==> config.mk <==
export PLATFORM = sky130hd
export DESIGN_NAME = imem_responder
export DESIGN_NICKNAME = d
export VERILOG_FILES = /design/src/rtl/mips_pkg.sv /design/src/rtl/imem_line_buf.sv /design/src/rtl/imem_responder.sv
export SDC_FILE = /design/constraint.sdc
export NUM_CORES = 1
export LEC_CHECK = 0
export ABC_AREA = 1
export CAP_MARGIN = 5
export CORE_UTILIZATION = 40
export CTS_CLUSTER_DIAMETER = 120
export DETAILED_ROUTE_END_ITERATION = 8
export GPL_TIMING_DRIVEN = 0
export SLEW_MARGIN = 30
export SYNTH_ARGS = -nofsm -noshare
export SYNTH_HDL_FRONTEND = slang
export SYNTH_SLANG_ARGS = --single-unit
==> constraint.sdc <==
create_clock -name clk -period 5.04 [get_ports clk]
set_input_delay 1.008 -clock clk [delete_from_list [all_inputs] [get_ports clk]]
set_output_delay 1.008 -clock clk [all_outputs]
set_load 0.01 [all_outputs]
==> src/rtl/mips_pkg.sv <==
// Shared definitions for the instruction-memory responder: FSM states,
// the NOP word returned on errors and the memory timeout limit.
package mips_pkg;

    typedef enum logic [1:0] {
        ST_IDLE    = 2'd0,
        ST_REQ     = 2'd1,
        ST_WAIT    = 2'd2,
        ST_DISCARD = 2'd3
    } imem_state_e;

    localparam logic [31:0] NOP_WORD      = 32'h0000_0000;
    localparam logic [7:0]  TIMEOUT_LIMIT = 8'd255;

    function automatic logic is_misaligned(input logic [31:0] addr);
        return addr[1:0] != 2'b00;
    endfunction

endpackage

==> src/rtl/imem_line_buf.sv <==
// One line-buffer entry: valid bit, 30-bit word tag and 32-bit instruction,
// with the tag compare for the current fetch address.
module imem_line_buf (
    input  logic        clk,
    input  logic        rst_n,
    input  logic        i_inv,
    input  logic        i_wr,
    input  logic [29:0] i_wr_tag,
    input  logic [31:0] i_wr_data,
    input  logic [29:0] i_tag,
    output logic        o_hit,
    output logic [31:0] o_data
);

    logic        r_valid;
    logic [29:0] r_tag;
    logic [31:0] r_data;

    always_ff @(posedge clk) begin
        if (!rst_n) begin
            r_valid <= 1'b0;
            r_tag   <= '0;
            r_data  <= '0;
        end else if (i_inv) begin
            r_valid <= 1'b0;
        end else if (i_wr) begin
            r_valid <= 1'b1;
            r_tag   <= i_wr_tag;
            r_data  <= i_wr_data;
        end
    end

    assign o_hit  = r_valid && (r_tag == i_tag);
    assign o_data = r_data;

endmodule

==> src/rtl/imem_responder.sv <==
// Instruction-fetch responder with a one-entry line buffer in front of a
// req/ack backing memory. Defining IMEM_PREFETCH_EN adds a next-line prefetch entry.
//
// state   | meaning
// --------+---------------------------------------------------------------
// IDLE    | serve hits / misaligned fetches, start a request on a miss
// REQ     | first cycle of a memory request (mem_req/mem_addr launched)
// WAIT    | waiting for mem_ack, timeout counter running
// DISCARD | branch seen mid-request: wait for mem_ack and drop the data
module imem_responder
    import mips_pkg::*;
(
    input  logic        clk,
    input  logic        rst_n,
    input  logic [31:0] instruction_address,
    input  logic        branch,
    output logic [31:0] instruction_bus,
    output logic        stall,
    output logic        mem_req,
    output logic [29:0] mem_addr,
    input  logic        mem_ack,
    input  logic [31:0] mem_rdata,
    output logic        addr_err,
    output logic        bus_err
);

    imem_state_e r_state;
    imem_state_e w_state_nxt;

    logic [7:0]  r_cnt;
    logic [31:0] r_ibus;
    logic        r_mem_req;
    logic [29:0] r_mem_addr;
    logic        r_addr_err;
    logic        r_bus_err;

    logic [29:0] w_tag;
    logic        w_misal;
    logic [7:0]  w_cnt_inc;
    logic        w_hit;
    logic [31:0] w_hit_data;
    logic        w_hit0;
    logic [31:0] w_data0;
    logic        w_is_pf;
    logic        w_pf_go;
    logic [29:0] w_pf_tag;

    logic        w_stall;
    logic        w_serve;
    logic        w_nop_addr;
    logic        w_fill;
    logic        w_done;
    logic        w_tmo;
    logic        w_issue;
    logic [29:0] w_issue_tag;

    assign w_tag     = instruction_address[31:2];
    assign w_misal   = is_misaligned(instruction_address);
    assign w_cnt_inc = r_cnt + 8'd1;

    // Fill tag comes from the registered request address, not the live input.
    imem_line_buf u_buf0 (
        .clk       (clk),
        .rst_n     (rst_n),
        .i_inv     (w_tmo),
        .i_wr      (w_fill && !w_is_pf),
        .i_wr_tag  (r_mem_addr),
        .i_wr_data (mem_rdata),
        .i_tag     (w_tag),
        .o_hit     (w_hit0),
        .o_data    (w_data0)
    );

`ifdef IMEM_PREFETCH_EN
    logic        w_hit1;
    logic [31:0] w_data1;
    logic [29:0] w_dlv_tag;
    logic        r_is_pf;
    logic        r_pf_want;
    logic [29:0] r_pf_tag;

    imem_line_buf u_buf1 (
        .clk       (clk),
        .rst_n     (rst_n),
        .i_inv     (w_tmo),
        .i_wr      (w_fill && r_is_pf),
        .i_wr_tag  (r_mem_addr),
        .i_wr_data (mem_rdata),
        .i_tag     (w_tag),
        .o_hit     (w_hit1),
        .o_data    (w_data1)
    );

    assign w_hit      = w_hit0 | w_hit1;
    assign w_hit_data = w_hit0 ? w_data0 : w_data1;
    assign w_is_pf    = r_is_pf;
    assign w_pf_go    = r_pf_want && !branch;
    assign w_pf_tag   = r_pf_tag;
    assign w_dlv_tag  = w_serve ? w_tag : r_mem_addr;

    // A prefetch is only launched from an IDLE hit, so "issue while hitting" marks it.
    always_ff @(posedge clk) begin
        if (!rst_n) begin
            r_is_pf   <= 1'b0;
            r_pf_want <= 1'b0;
            r_pf_tag  <= '0;
        end else begin
            if (w_issue) begin
                r_is_pf <= w_hit && !w_misal && (r_state == ST_IDLE);
            end
            if (branch || w_tmo) begin
                r_pf_want <= 1'b0;
            end else if (w_issue && w_hit) begin
                r_pf_want <= 1'b0;
            end else if (w_serve || (w_fill && !r_is_pf)) begin
                r_pf_want <= (w_dlv_tag != 30'h3FFF_FFFF);
                r_pf_tag  <= w_dlv_tag + 30'd1;
            end
        end
    end
`else
    assign w_hit      = w_hit0;
    assign w_hit_data = w_data0;
    assign w_is_pf    = 1'b0;
    assign w_pf_go    = 1'b0;
    assign w_pf_tag   = '0;
`endif

    always_ff @(posedge clk) begin
        if (!rst_n) begin
            r_state <= ST_IDLE;
        end else begin
            r_state <= w_state_nxt;
        end
    end

    always_comb begin
        w_state_nxt = r_state;
        w_stall     = 1'b0;
        w_serve     = 1'b0;
        w_nop_addr  = 1'b0;
        w_fill      = 1'b0;
        w_done      = 1'b0;
        w_tmo       = 1'b0;
        w_issue     = 1'b0;
        w_issue_tag = w_tag;
        case (r_state)
            ST_IDLE: begin
                if (w_misal) begin
                    w_nop_addr = 1'b1;
                end else if (w_hit) begin
                    w_serve = 1'b1;
                    if (w_pf_go) begin
                        w_issue     = 1'b1;
                        w_issue_tag = w_pf_tag;
                        w_state_nxt = ST_REQ;
                    end
                end else begin
                    w_stall     = 1'b1;
                    w_issue     = 1'b1;
                    w_state_nxt = ST_REQ;
                end
            end
            ST_REQ, ST_WAIT: begin
                w_stall = 1'b1;
                // Branch wins over a same-cycle ack: the data is stale either way.
                if (branch) begin
                    if (mem_ack) begin
                        w_done      = 1'b1;
                        w_state_nxt = ST_IDLE;
                    end else begin
                        w_state_nxt = ST_DISCARD;
                    end
                end else if (mem_ack) begin
                    w_fill      = 1'b1;
                    w_done      = 1'b1;
                    w_state_nxt = ST_IDLE;
                end else if (r_state == ST_WAIT && w_cnt_inc == TIMEOUT_LIMIT) begin
                    w_tmo       = 1'b1;
                    w_state_nxt = ST_IDLE;
                end else begin
                    w_state_nxt = ST_WAIT;
                end
            end
            ST_DISCARD: begin
                w_stall = 1'b1;
                if (mem_ack) begin
                    w_done      = 1'b1;
                    w_state_nxt = ST_IDLE;
                end else if (w_cnt_inc == TIMEOUT_LIMIT) begin
                    w_tmo       = 1'b1;
                    w_state_nxt = ST_IDLE;
                end
            end
            default: w_state_nxt = ST_IDLE;
        endcase
    end

    always_ff @(posedge clk) begin
        if (!rst_n) begin
            r_cnt      <= 8'd0;
            r_ibus     <= NOP_WORD;
            r_mem_req  <= 1'b0;
            r_mem_addr <= '0;
            r_addr_err <= 1'b0;
            r_bus_err  <= 1'b0;
        end else begin
            r_addr_err <= w_nop_addr;
            r_bus_err  <= w_tmo;
            r_cnt      <= (r_state == ST_WAIT || r_state == ST_DISCARD) ? w_cnt_inc : 8'd0;
            if (w_nop_addr || w_tmo) begin
                r_ibus <= NOP_WORD;
            end else if (w_serve) begin
                r_ibus <= w_hit_data;
            end else if (w_fill && !w_is_pf) begin
                r_ibus <= mem_rdata;
            end
            if (w_issue) begin
                r_mem_req  <= 1'b1;
                r_mem_addr <= w_issue_tag;
            end else if (w_done || w_tmo) begin
                r_mem_req  <= 1'b0;
            end
        end
    end

    // Stall is masked during reset so every output reads zero while rst_n is low.
    assign stall           = w_stall & rst_n;
    assign instruction_bus = r_ibus;
    assign mem_req         = r_mem_req;
    assign mem_addr        = r_mem_addr;
    assign addr_err        = r_addr_err;
    assign bus_err         = r_bus_err;

endmodule

==> flow_metrics.env, run 1 <==
export IMPL_num_rows=46
export IMPL_p_int_uw=2500
export IMPL_diodes=0
export IMPL_combPwrFrac_pct=27.0
export IMPL_fin_area_um2=8790
export IMPL_grt_overflow=0
export IMPL_syn_avg_cell_area_um2=6.64
export IMPL_hold_path_depth=2
export IMPL_synth_area_top_cells="dfxtp_1 (42%), nor2_1 (15%), nand2_1 (11%), inv_1 (7.9%), a211oi_1 (3.7%)"
export IMPL_maxCapViolations=0
export IMPL_ys_ff_latch=138
export IMPL_clk_latency_ns=0.41
export IMPL_r2r_cells=9
export IMPL_setup_tns_ns=0
export IMPL_cts_tree="yes"
export IMPL_antenna_left=0
export IMPL_final_nets=1216
export IMPL_coreArea_um2=15900
export IMPL_leakage_uw=0.00387
export IMPL_maxSlewHeadroom_pct=60.9
export IMPL_clock_path_buffers=2
export IMPL_drt_initial_drc_count=443
export IMPL_drc=0
export IMPL_worst_r2r_setup_slack_ns=2.84
export IMPL_dieArea_um2=17000
export IMPL_postCtsHoldBufs=0
export IMPL_worst_pin_slew_ns=0.583
export IMPL_r2r_start="r_state[1]"
export IMPL_synthesis_instances=990
export IMPL_crit_arrival_ns=2.95
export IMPL_switching_power_uw=1170
export IMPL_clkPwrFrac_pct=35.2
export IMPL_hold_path_end="u_buf0.r_tag[19]"
export IMPL_dp_hpwl_um=13000
export IMPL_pwr_share_seq_pct=37.8
export IMPL_ctsResizeCount=0
export IMPL_avgRoutedWirePerCell_um=13.2
export IMPL_syn_area_um2=6570
export IMPL_synth_top_area_share_pct=42.0
export IMPL_place_congestion=0.840
export IMPL_synth_cell_types=30
export IMPL_clk_pin_slew_ns=0.06
export IMPL_post_drt_via_cell_ratio=4.60
export IMPL_wirelength_um=18100
export IMPL_numCtsBuffers=17
export IMPL_num_io_pins=134
export IMPL_drive_gt1_share_pct=7.53
export IMPL_ys_seq_area_share_pct=42.0
export IMPL_cp_max_fo=3
export IMPL_finalClockSkew_ns=0.00619
export IMPL_post_cts_repair_setup_buffers=0
export IMPL_grt_pass1_vias=5634
export IMPL_io_buffers=133
export IMPL_min_from="u_buf0.r_tag[19]"
export IMPL_num_vias=6311
export IMPL_p_per_area_nw_per_um2=418
export IMPL_worstSetupEndpointType="output port"
export IMPL_grt_max_degree=17
export IMPL_syn2layout_area_growth_pct=33.7
export IMPL_finalHoldViolations=0
export IMPL_start_util_pct=41.2
export IMPL_min_period_ns=3.95
export IMPL_fin_crit_sh_pct=78.4
export IMPL_synthesis_nets=1064
export IMPL_cts_root_buf="clkbuf_16"
export IMPL_hp_class="reg -> reg"
export IMPL_worstPathRequired_ns=4.03
export IMPL_htreeDepth=4
export IMPL_swShare_pct=31.9
export IMPL_max_freq_mhz=253
export IMPL_grt_usage_pct=21.9
export IMPL_regToRegEndpoint="u_buf0.r_tag[14]"
export IMPL_dpl_cell_area_um2=8180
export IMPL_yosysWarnings=0
export IMPL_drt_pass1_iter_count=8
export IMPL_grt_pass1_wl_um=28100
export IMPL_critPathKind="in -> out"
export IMPL_cts_sinks=138
export IMPL_setup_viol=0
export IMPL_antenna_found_initial=0
export IMPL_final_max_slew_viol_count=0
export IMPL_rsz0062_at_grt="false"
export IMPL_peakVddDrop_v=0.000243
export IMPL_yosys_area_top_type="dfxtp_1"
export IMPL_cp_start_kind="primary input"
export IMPL_dieHeight_um=130
export IMPL_die_w_um=130
export IMPL_outcome="complete, no violations"
[per-stage QoR]
| stage | instances | total power [uW] | utilization (%) | setup WS (ns) | hold WS [ns] |
|---|---|---|---|---|---|
| 2_1_floorplan | 990 | 2010 | - | 2.32 | 0.440 |
| 3_3_place_gp | 1339 | 2390 | 51.3 | 1.08 | 0.456 |
| 3_5_place_dp | 1339 | 2400 | 51.3 | 1.08 | 0.461 |
| 4_1_cts | 1371 | 3700 | 55.1 | 1.07 | 0.471 |
| 5_1_grt | 1371 | 3880 | 55.1 | 0.891 | 0.490 |
| 6_report | 1371 | 3670 | 55.1 | 1.09 | 0.469 |
[layout make-up]
class,count,area (um2)
Buffer,47,289
Clock buffer,21,470
Clock inverter,11,144
Fill cell,1629,7150
Inverter,146,551
Multi-Input combinational cell,659,2970
Sequential cell,138,2760
Tap cell,216,270
Timing Repair Buffer,133,1330
[worst max-delay path by stage]
stage / from / endpoint / slack (ns) / depth (start not counted)
after global placement: instruction_address[13] / stall / 1.08 / 13
after global routing: instruction_address[13] / stall / 0.89 / 13
after CTS: instruction_address[13] / stall / 1.07 / 13
final: instruction_address[30] / stall / 1.09 / 11
after detailed placement: instruction_address[13] / stall / 1.08 / 13
after floorplan: instruction_address[24] / stall / 2.32 / 8
[sequential cells by signal, summed over array words and instances, names as in the netlist]
register	count
u_buf0.r_valid	1
mem_req	1
r_cnt	8
u_buf0.r_tag	30
instruction_bus	32
addr_err	1
r_state	2
mem_addr	30
u_buf0.o_data	32
bus_err	1
[critical path, stage by stage]
cell and delay [ns]:
clkdlybuf4s50_1 0.55, nand2_1 0.08, nand2_1 0.12, nand2_1 0.10
nor2_1 0.12, nand2_1 0.07, nor2_2 0.14, nand3_1 0.12
nand2_1 0.08, nor2_1 0.06, clkdlybuf4s50_1 0.50
[cell families (layout without fill, tap and decap cells)]
group	after synthesis	count (layout)	synth area share (%)
simple gates	521	521	32.3
fa+ha+maj	6	6	1.14
compound gates	125	125	10.8
xor+xnor	7	7	0.933
flops	138	138	42.0
buf+inv	193	358	12.8
[per-layer routing]
metal	global-route usage [%]	vias to the layer above	wire length [um]
li1	-	3326	-
met1	28.5	2812	8770
met2	35.9	157	8190
met3	4.88	16	915
met4	7.11	0	233
met5	0	-	0
[Yosys cell counts (all sizes together)]
master and instances:
xor2 1, nor3 2, xnor2 6, o22ai 1, a21oi 25, nand2 188
inv 144, clkinv 2, a211oi 32, dfxtp 138, clkbuf 28, o21ai 65
buf 19, ha 6, nand3 43, nor2 285, nand4 3, o21bai 2
[power groups by stage]
stage / registers, uW / logic (uW) / clock network [uW]
after global routing: 1410 / 1110 / 1360
after detailed placement: 1410 / 997 / 0
after global placement: 1410 / 986 / 0
after CTS: 1390 / 1000 / 1310
after floorplan: 1410 / 596 / 0
final: 1390 / 992 / 1290
[layout by cell type, fill, tap and decap left out, types with 2 or more instances in the layout]
master,Yosys,routed
nor2_1,263,263
nand2_1,185,185
inv_1,139,139
dfxtp_1,138,138
clkdlybuf4s50_1,0,133
nand3_1,40,40
o21ai_0,34,34
a211oi_1,32,32
o21ai_1,31,31
clkbuf_1,25,26
a21oi_1,25,25
nor2_2,20,20
clkbuf_16,0,17
buf_6,12,12
xnor2_1,6,6
ha_1,6,6
inv_2,4,4
buf_4,4,4
clkinvlp_4,0,4
nand4_1,3,3
clkbuf_2,3,3
buf_2,3,3
nand3_2,3,3
bufinv_16,0,3
clkinv_2,0,3
clkbuf_8,0,3
nand2_2,2,2
clkinv_1,2,2
nor2_4,2,2
o21bai_1,2,2
Note: power is estimated with default switching activity, not from simulation.
==> run 2: changes to the inputs <==
- clock period: 5.04 -> 3.73 ns (I/O delays scaled with it)
==> results of run 2 <==
Same layout as run 1 (identical final DEF). Status: complete, no violations.
Among the figures that moved: setup slack after placement 1.08 ns -> 0.292 ns; setup slack after layout 1.09 ns -> 0.301 ns; register-to-register setup slack 2.84 ns -> 1.53 ns; total power 3670 uW -> 4960 uW; worst IR drop on VDD 0.000243 V -> 0.000328 V
